==> src/rtl/calc_op_sequencer.sv <==
// calc_op_sequencer: operand/operator collection FSM in front of the
// combinational calculator ALU. It collects K, the operator and M, holds them
// for SETTLE_CYCLES, then captures the ALU result and overflow flag.
// Optional macro CALC_CHAIN_EN: an operator pulse in S_DONE reuses
// result[7:0] as the next K.
module calc_op_sequencer #(
  parameter int SETTLE_CYCLES = 4
) (
  input  logic        clk,
  input  logic        rst,
  input  logic        clr,
  input  logic [7:0]  sw,
  input  logic        enter,
  input  logic        op_add,
  input  logic        op_sub,
  input  logic        op_mul,
  input  logic        op_div,
  input  logic        op_exp,
  input  logic [15:0] alu_r,
  input  logic        alu_ovf,
  output logic [7:0]  K,
  output logic [7:0]  M,
  output logic        ADD,
  output logic        SUB,
  output logic        MUL,
  output logic        DIV,
  output logic        EXP,
  output logic [15:0] result,
  output logic        ovf,
  output logic        busy,
  output logic        done,
  output logic [2:0]  state
);

  typedef enum logic [2:0] {
    S_K    = 3'd0,
    S_OP   = 3'd1,
    S_M    = 3'd2,
    S_EXEC = 3'd3,
    S_DONE = 3'd4
  } state_t;

  state_t     st, st_nx;
  logic [4:0] ops, op_q;
  logic [7:0] cnt;
  logic       op_one;
  logic       ld_k_sw, ld_k_res, ld_op, ld_m, cap, dec;

  assign ops    = {op_exp, op_div, op_mul, op_sub, op_add};
  // Exactly one operator request; zero or several are treated as no request.
  assign op_one = (ops != 5'd0) && ((ops & (ops - 5'd1)) == 5'd0);

  // Next-state and datapath load enables; clr overrides everything.
  always_comb begin
    st_nx    = st;
    ld_k_sw  = 1'b0;
    ld_k_res = 1'b0;
    ld_op    = 1'b0;
    ld_m     = 1'b0;
    cap      = 1'b0;
    dec      = 1'b0;
    if (clr) begin
      st_nx = S_K;
    end else begin
      case (st)
        S_K:    if (enter) begin ld_k_sw = 1'b1; st_nx = S_OP; end
        S_OP:   if (op_one) begin ld_op = 1'b1; st_nx = S_M; end
        S_M:    if (enter) begin ld_m = 1'b1; st_nx = S_EXEC; end
        S_EXEC: begin
          if (cnt == 8'd0) begin
            cap   = 1'b1;
            st_nx = S_DONE;
          end else begin
            dec = 1'b1;
          end
        end
        S_DONE: begin
          if (enter) begin
            ld_k_sw = 1'b1;
            st_nx   = S_OP;
          end
`ifdef CALC_CHAIN_EN
          else if (op_one) begin
            // Previous answer's low byte becomes the next K.
            ld_k_res = 1'b1;
            ld_op    = 1'b1;
            st_nx    = S_M;
          end
`endif
        end
        default: st_nx = S_K;
      endcase
    end
  end

  // Operator lines are only driven while the ALU is settling.
  always_comb begin
    {EXP, DIV, MUL, SUB, ADD} = (st == S_EXEC) ? op_q : 5'd0;
    busy  = (st == S_EXEC);
    state = st;
  end

  // State register.
  always_ff @(posedge clk or posedge rst) begin
    if (rst) st <= S_K;
    else     st <= st_nx;
  end

  // Operand, operator, counter and result registers.
  always_ff @(posedge clk or posedge rst) begin
    if (rst) begin
      K <= '0; M <= '0; op_q <= '0; cnt <= '0;
      result <= '0; ovf <= 1'b0; done <= 1'b0;
    end else if (clr) begin
      K <= '0; M <= '0; op_q <= '0; cnt <= '0;
      result <= '0; ovf <= 1'b0; done <= 1'b0;
    end else begin
      done <= cap;
      if (ld_k_sw)  K <= sw;
      if (ld_k_res) K <= result[7:0];
      if (ld_op)    op_q <= ops;
      if (ld_m) begin
        M   <= sw;
        cnt <= 8'(SETTLE_CYCLES - 1);
      end
      if (dec) cnt <= cnt - 8'd1;
      if (cap) begin
        result <= alu_r;
        ovf    <= alu_ovf;
      end
    end
  end

endmodule

==> config.mk <==
export PLATFORM = sky130hd
export DESIGN_NAME = calc_op_sequencer
export DESIGN_NICKNAME = d
export VERILOG_FILES = /design/src/rtl/calc_op_sequencer.sv
export SDC_FILE = /design/constraint.sdc
export NUM_CORES = 1
export LEC_CHECK = 0
export BUFFER_PORTS_ARGS = -buffer_cell sky130_fd_sc_hd__buf_2
export CORE_MARGIN = 10
export CORE_UTILIZATION = 50
export CTS_CLUSTER_SIZE = 12
export DETAILED_ROUTE_END_ITERATION = 6
export GPL_TIMING_DRIVEN = 0
export PLACE_DENSITY = 0.84
export SLEW_MARGIN = 20
export SYNTH_ARGS = -nofsm -noshare
export SYNTH_HDL_FRONTEND = slang
export SYNTH_SLANG_ARGS = --single-unit
==> constraint.sdc <==
create_clock -name clk -period 2.49 [get_ports clk]
set_clock_uncertainty 0.2 [all_clocks]
set_input_delay 0.249 -clock clk [delete_from_list [all_inputs] [get_ports clk]]
set_output_delay 0.249 -clock clk [all_outputs]
set_load 0.03 [all_outputs]
==> impl_metrics.py, run 1 <==
metrics = {
    "logic_synthesis": {
        "synth_cell_types": 39,
        "synth_simple_gate_area_share_pct": 19.7,
        "synth_edf_count": 0,
        "synthXorXnorAreaFrac_pct": 0.380,
        "ys.flop_type": "dfrtp_1",
        "synthCells": 208,
        "synthesis.nets": 243,
        "synthMuxAreaShare_pct": 7.39,
        "syn_area_per_cell_sq_um": 11.1,
        "synth-compound-area-share_pct": 14.3,
        "synth_top_family_by_area": "simple AND/OR/NAND/NOR gates",
        "yosysWarningCount": 0,
        "ys_ff_latch": 50,
        "synth-adder-area-share_pct": 0.543,
        "ys_seq_area_share_pct": 54.3,
        "async_flop_share_pct": 100,
        "synth_area_sq_um": 2300,
    },
    "setup_path": {
        "worstPathRequired_ps": 2540,
        "crit_path_max_fanout": 10,
        "startpoint_type": "flop",
        "crit_type": "reg -> reg",
        "cp.arrival_ps": 2310,
        "critPathCaptureType": "flop",
    },
    "finish": {
        "areaGrowthSynthToFinish_pct": 34.5,
        "nets": 351,
        "layout-drive-gt1-share_pct": 30.6,
    },
    "power_and_ir_drop": {
        "peakVddDrop_v": 0.000380,
        "finalPower_mw": 1.54,
        "cellLeakagePower_nw": 1.63,
        "p_per_area_nw_per_um2": 498,
    },
    "clock_tree": {
        "cts_resized": 0,
        "cts_tree": "built",
        "cts_sinks": 50,
        "cts_buffer_depth": 2,
        "insertion_delay_ps": 300,
        "htreeDepth": 2,
        "cts_root_buf": "clkbuf_8",
        "clk_pin_slew_ps": 90,
        "cts_buffers": 5,
    },
    "global_routing": {
        "grt_max_degree": 30,
        "grt_pass1_wl_um": 9450,
        "track_usage_pct": 15.3,
        "gr-total-overflow": 0,
        "grt_pass1_vias": 2040,
        "antenna_found_initial": 0,
    },
    "floorplanning": {
        "dieArea_sq_um": 7720,
        "die_w_um": 87.9,
        "start_util_pct": 52.2,
        "pin_count": 77,
        "coreArea_sq_um": 4410,
        "die_h_um": 87.9,
        "num_rows": 24,
    },
    "timing": {
        "report.final.setup_viol": 0,
        "rsz0062_at_grt": "no",
        "fmax_mhz": 443,
        "period_share_pct": 90.7,
        "fin_setup_tns_ps": 0,
        "finalHoldViolCount": 0,
        "finalCriticalPeriod_ps": 2260,
        "finalMaxSlewViolations": 0,
        "slew-limit-headroom_pct": 63.8,
        "tightest_slew_ps": 543,
    },
    "drt": {
        "drt-pass1-iter-count": 4,
        "routedWlPerCell_um": 15.9,
        "postRouteAntennaNets": 0,
        "initialDrtViolationCount": 126,
        "vias": 1922,
        "via_per_inst": 5.19,
        "drc_errors": 0,
        "wl_um": 5890,
    },
    "placement": {
        "routabilityCongestion": 0.772,
        "numPortBuffers": 76,
        "hpwl_um": 4160,
    },
    "run": {
        "max_cap_violations": 0,
    },
    "hold_path": {
        "hold_path.class": "in -> reg",
    },
    "run_status": {
        "outcome": "completed",
    },
}
cell type report:
| cell class | count | area, sq um |
|---|---|---|
| fillers | 343 | 1320 |
| repair buffers | 101 | 641 |
| inverters | 6 | 22.5 |
| multi-input cells | 141 | 973 |
| flip-flops and latches | 50 | 1250 |
| well taps | 52 | 65.1 |
| clock inverters | 2 | 13.8 |
| diodes | 1 | 2.50 |
| plain buffers | 11 | 56.3 |
| clock buffers | 6 | 72.6 |
metal layers:
layer,vias up,track usage (%),wire [um]
li1,960,-,-
met1,885,16.6,2370
met2,69,25.5,2840
met3,8,6.22,551
met4,0,7.54,118
met5,-,0,0
report_power, final:
| group | switching [mW] | total (mW) | internal, mW | leakage, nW |
|---|---|---|---|---|
| sequential | 0.0125 | 0.843 | 0.831 | 0.692 |
| combinational | 0.139 | 0.241 | 0.102 | 0.891 |
| clock | 0.259 | 0.457 | 0.198 | 0.0452 |
stage by stage:
step	cells	util [%]	worst slack, ps	instance area (sq um)	hold slack (ps)
6_report	370	70.2	233	3100	9.13
5_1_grt	369	70.1	95.3	3100	1.25
4_1_cts	369	70.1	239	3100	4.49
3_5_place_dp	337	62.7	266	2770	99.8
3_3_place_gp	336	62.3	284	2750	263
2_1_floorplan	208	-	468	2300	180
synth_stat cells, drive strengths merged, types with 2 or more instances:
cell	n	area share (%)
or3	3	0.81
o21ai	2	0.43
nand2b	9	2.4
nand3	3	0.65
nor3b	3	2.0
nor3	5	1.1
mux2i	17	7.4
nand2	23	3.7
a311oi	2	0.76
inv	6	0.98
a22o	17	6.5
and3	6	1.8
a211oi	2	0.65
or2b	2	0.65
nor2b	5	1.4
nand3b	2	1.2
dfrtp	50	54
clkbuf	6	0.98
a21oi	13	3.0
buf	5	1.5
nor2	15	2.4
critical path, cell delays in order, from the launching register on:
cell and delay (ps):
dfrtp_1 420, inv_1 70, ha_1 200, nor3b_4 280, and3_4 260, nor3b_4 440
buf_6 210, a22o_1 130
layout by cell type, fill, tap and decap left out, types with 2 or more instances in the layout:
cell type      netlist  layout
nor2b_1              5       5
nor2_1              15      15
or2b_1               2       2
o21ai_0              2       2
dlygate4sd3_1        0      24
a22o_1              17      17
or3_1                3       3
buf_2                3      79
clkbuf_8             0       5
a311oi_1             2       2
clkbuf_1             6       7
a211oi_1             2       2
nand3_1              3       3
dfrtp_1             50      50
nand2_1             23      23
nor3_1               5       5
and3_1               5       5
nor3b_4              2       2
inv_1                6       5
mux2i_1             17      17
nand2b_1             9       9
a21oi_1             12      12
worst paths after layout:
kind | startpoint | end | slack, ps | cells past startpoint
worst max-delay path | cnt[0] | result[2] | 230 | 7
worst min-delay path | sw[3] | M[3] | 9 | 3
worst max register to register | cnt[0] | result[2] | 230 | 7
worst min register to register | cnt[7] | cnt[7] | 280 | 1
max in group asynchronous | rst | cnt[1] | 1270 | 4
min in group asynchronous | rst | K[3] | 300 | 3
cells by family (layout without fill, tap and decap cells):
family                   Yosys count  after routing
AO/OA/AOI/OAI                     42             42
adder cells (fa/ha/maj)            1              1
buffers and inverters             17            126
other                              0              1
flip-flops                        50             50
AND/OR/NAND/NOR                   80             80
multiplexers                      17             17
XOR/XNOR                           1              1
registers in the layout (all words and copies together) (netlist names):
signal and cells:
cnt 8, K 8, M 8, state 3, op_q 5, result 16, ovf 1, done 1
timing repair:
action / 4_1_cts / 5_1_grt
endpoints found under the hold margin: 44 / 0
hold buffers: 24 / 0
setup endpoints to repair: 0 / 0
setup buffers: 0 / 0
No activity file was read; power rests on OpenSTA's default activity.
==> run 2: changes to the inputs <==
- ABC_AREA: default -> 1
- CAP_MARGIN: default -> 30
- HOLD_SLACK_MARGIN: default -> 0.05
==> impl_metrics.py, run 2 <==
metrics = {
    "clock_tree": {
        "cts_buffers": 5,
        "cts_hold_buf": 29,
        "clk_pin_slew_ps": 90,
        "cts_root_buf": "clkbuf_8",
        "postCtsSetupRepairBufs": 0,
        "cts_tree": "built",
        "htreeDepth": 2,
        "cts_resized": 0,
        "cts_buffer_depth": 2,
        "cts_sinks": 50,
        "insertion_delay_ps": 310,
    },
    "drt": {
        "wl_um": 6360,
        "vias": 2169,
        "postRouteAntennaNets": 0,
        "drt-pass1-iter-count": 4,
        "initialDrtViolationCount": 80,
        "drc_errors": 0,
        "via_per_inst": 5.00,
        "routedWlPerCell_um": 14.7,
    },
    "logic_synthesis": {
        "synth_top_family_by_area": "simple AND/OR/NAND/NOR gates",
        "async_flop_share_pct": 100,
        "synth.area.top_cells": "dfrtp_1 (53%), nand2_1 (13%), nand3_1 (7.9%)",
        "synthMuxAreaShare_pct": 2.88,
        "ys_seq_area_share_pct": 53.2,
        "synth_simple_gate_area_share_pct": 29.4,
        "yosysMostFrequentCell": "nand2_1",
        "synth_edf_count": 0,
        "synthXorXnorAreaFrac_pct": 1.86,
        "synth_cell_types": 30,
        "synth-adder-area-share_pct": 0.532,
        "yosys-top-cells-count": "nand2_1 (82), dfrtp_1 (50), nand3_1 (37)",
        "synthesis.nets": 304,
        "synthCells": 269,
        "synth_top_area_share_pct": 53.2,
        "ys_ff_latch": 50,
        "yosysWarningCount": 0,
        "synth_top_area_cell": "dfrtp_1",
        "ys.flop_type": "dfrtp_1",
        "synth-compound-area-share_pct": 4.10,
        "syn_area_per_cell_sq_um": 8.74,
        "synth_area_sq_um": 2350,
    },
    "hold_path": {
        "hold_path_depth": 5,
        "holdCritStartpoint": "sw[0]",
        "hold_path_end": "M[0]",
        "hold_path.class": "in -> reg",
    },
    "floorplanning": {
        "die_h_um": 88.6,
        "coreArea_sq_um": 4440,
        "num_rows": 24,
        "start_util_pct": 52.9,
        "dieArea_sq_um": 7840,
        "pin_count": 77,
        "die_w_um": 88.6,
    },
    "finish": {
        "nets": 416,
        "seq_area_sq_um": 1250,
        "regMostFlops": "result",
        "design_area_sq_um": 3240,
        "layout-drive-gt1-share_pct": 29.6,
        "largest_register_ffs": 16,
        "n_antenna_cell": 0,
        "final_common_cell": "nand2_1",
        "areaGrowthSynthToFinish_pct": 38.0,
        "layout_common_cells": "nand2_1 (82), buf_2 (77), dfrtp_1 (50), nand3_1 (37), dlygate4sd3_1 (29)",
        "n_fill_cell": 337,
        "multi_input_area_sq_um": 912,
    },
    "setup_path": {
        "critPathCaptureType": "flop",
        "cp.arrival_ps": 1900,
        "startpoint_type": "flop",
        "timing.rr.end": "result[1]",
        "worstPathRequired_ps": 2490,
        "rr_worst_depth": 10,
        "crit_type": "reg -> reg",
        "crit_path_max_fanout": 10,
        "ff2ff_setup_slack_ps": 580,
        "r2r-start": "cnt[0]",
    },
    "timing": {
        "fmax_mhz": 524,
        "period_share_pct": 76.6,
        "slew-limit-headroom_pct": 69.2,
        "finalCriticalPeriod_ps": 1910,
        "tightest_slew_ps": 462,
        "rsz0062_at_grt": "no",
        "finalHoldViolCount": 0,
        "finalMaxSlewViolations": 0,
        "fin_setup_tns_ps": 0,
        "report.final.setup_viol": 0,
    },
    "power_and_ir_drop": {
        "seqPwrFrac_pct": 40.1,
        "switching_share_pct": 33.9,
        "p_clk_share_pct": 29.2,
        "peakVddDrop_v": 0.000453,
        "cellLeakagePower_nw": 1.84,
        "p_per_area_nw_per_um2": 739,
        "intPower_mw": 1.59,
        "combPwrFrac_pct": 30.7,
        "p_switching_uw": 812,
    },
    "placement": {
        "routabilityCongestion": 0.801,
        "hpwl_um": 4560,
        "placed_area_sq_um": 2810,
        "numPortBuffers": 75,
    },
    "global_routing": {
        "antenna_found_initial": 0,
        "gr-total-overflow": 0,
        "track_usage_pct": 16.7,
        "grt_max_degree": 32,
        "grt_pass1_wl_um": 10300,
        "grt_pass1_vias": 2179,
    },
    "run": {
        "max_cap_violations": 0,
    },
    "run_status": {
        "outcome": "completed",
    },
}
==> run 2: worst max-delay path, cell delays in order (launching register included) <==
cell and delay (ps):
dfrtp_1 390, inv_1 110, ha_1 250, nand3_4 110, nor2_4 120, nand3_4 90
inv_2 80, nand2_2 120, buf_6 170, nand3_1 70, nand2_1 70
==> run 2: area by class of cell <==
cell class | instances | share of cell area, %
Multi-Input combinational cell | 180 | 28.1
Tap cell | 52 | 2.01
Clock buffer | 6 | 2.55
Sequential cell | 50 | 38.6
Timing Repair Buffer | 105 | 21.1
Inverter | 31 | 3.67
Buffer | 8 | 2.08
Clock inverter | 2 | 1.85
==> run 2: layer usage <==
metal  vias to the layer above  global-route usage (%)  share of wire [%]
li1                       1077                       -                  -
met1                      1022                    18.8                 40
met2                        63                    27.7                 49
met3                         7                    7.63                9.3
met4                         0                    5.29                1.4
met5                         -                       0                  0
==> run 2: power groups by stage <==
stage                     clock network, mW  logic [mW]  registers, mW
after floorplan                           0       0.367           1.11
after global placement                    0       0.683          0.972
after detailed placement                  0       0.703          0.978
after CTS                             0.710       0.741          0.962
after global routing                  0.746       0.808          0.976
final                                 0.700       0.737          0.961
==> run 2: worst max path at each step <==
stage / from / to / slack, ps
after floorplan: state[0] / result[0] / 720
after global placement: rst / state[0] / 210
after detailed placement: cnt[0] / result[0] / 600
after CTS: cnt[0] / result[8] / 590
after global routing: cnt[0] / result[1] / 450
final: cnt[0] / result[1] / 580
==> run 2: cell families after synthesis <==
group	count (synthesis)
simple gates	151
xor+xnor	5
flops	50
fa+ha+maj	1
compound gates	17
buf+inv	39
mux	6
==> run 2: per-stage QoR <==
step           hold slack [ps]  utilization, %  power, mW  setup WS [ps]  std cells
2_1_floorplan              160               -       1.48            717        269
3_3_place_gp               250            62.8       1.66            208        396
3_5_place_dp              98.5            63.2       1.68            600        397
4_1_cts                   51.0            73.0       2.41            589        434
5_1_grt                   59.2            73.0       2.53            452        434
6_report                  55.9            73.0       2.40            583        434
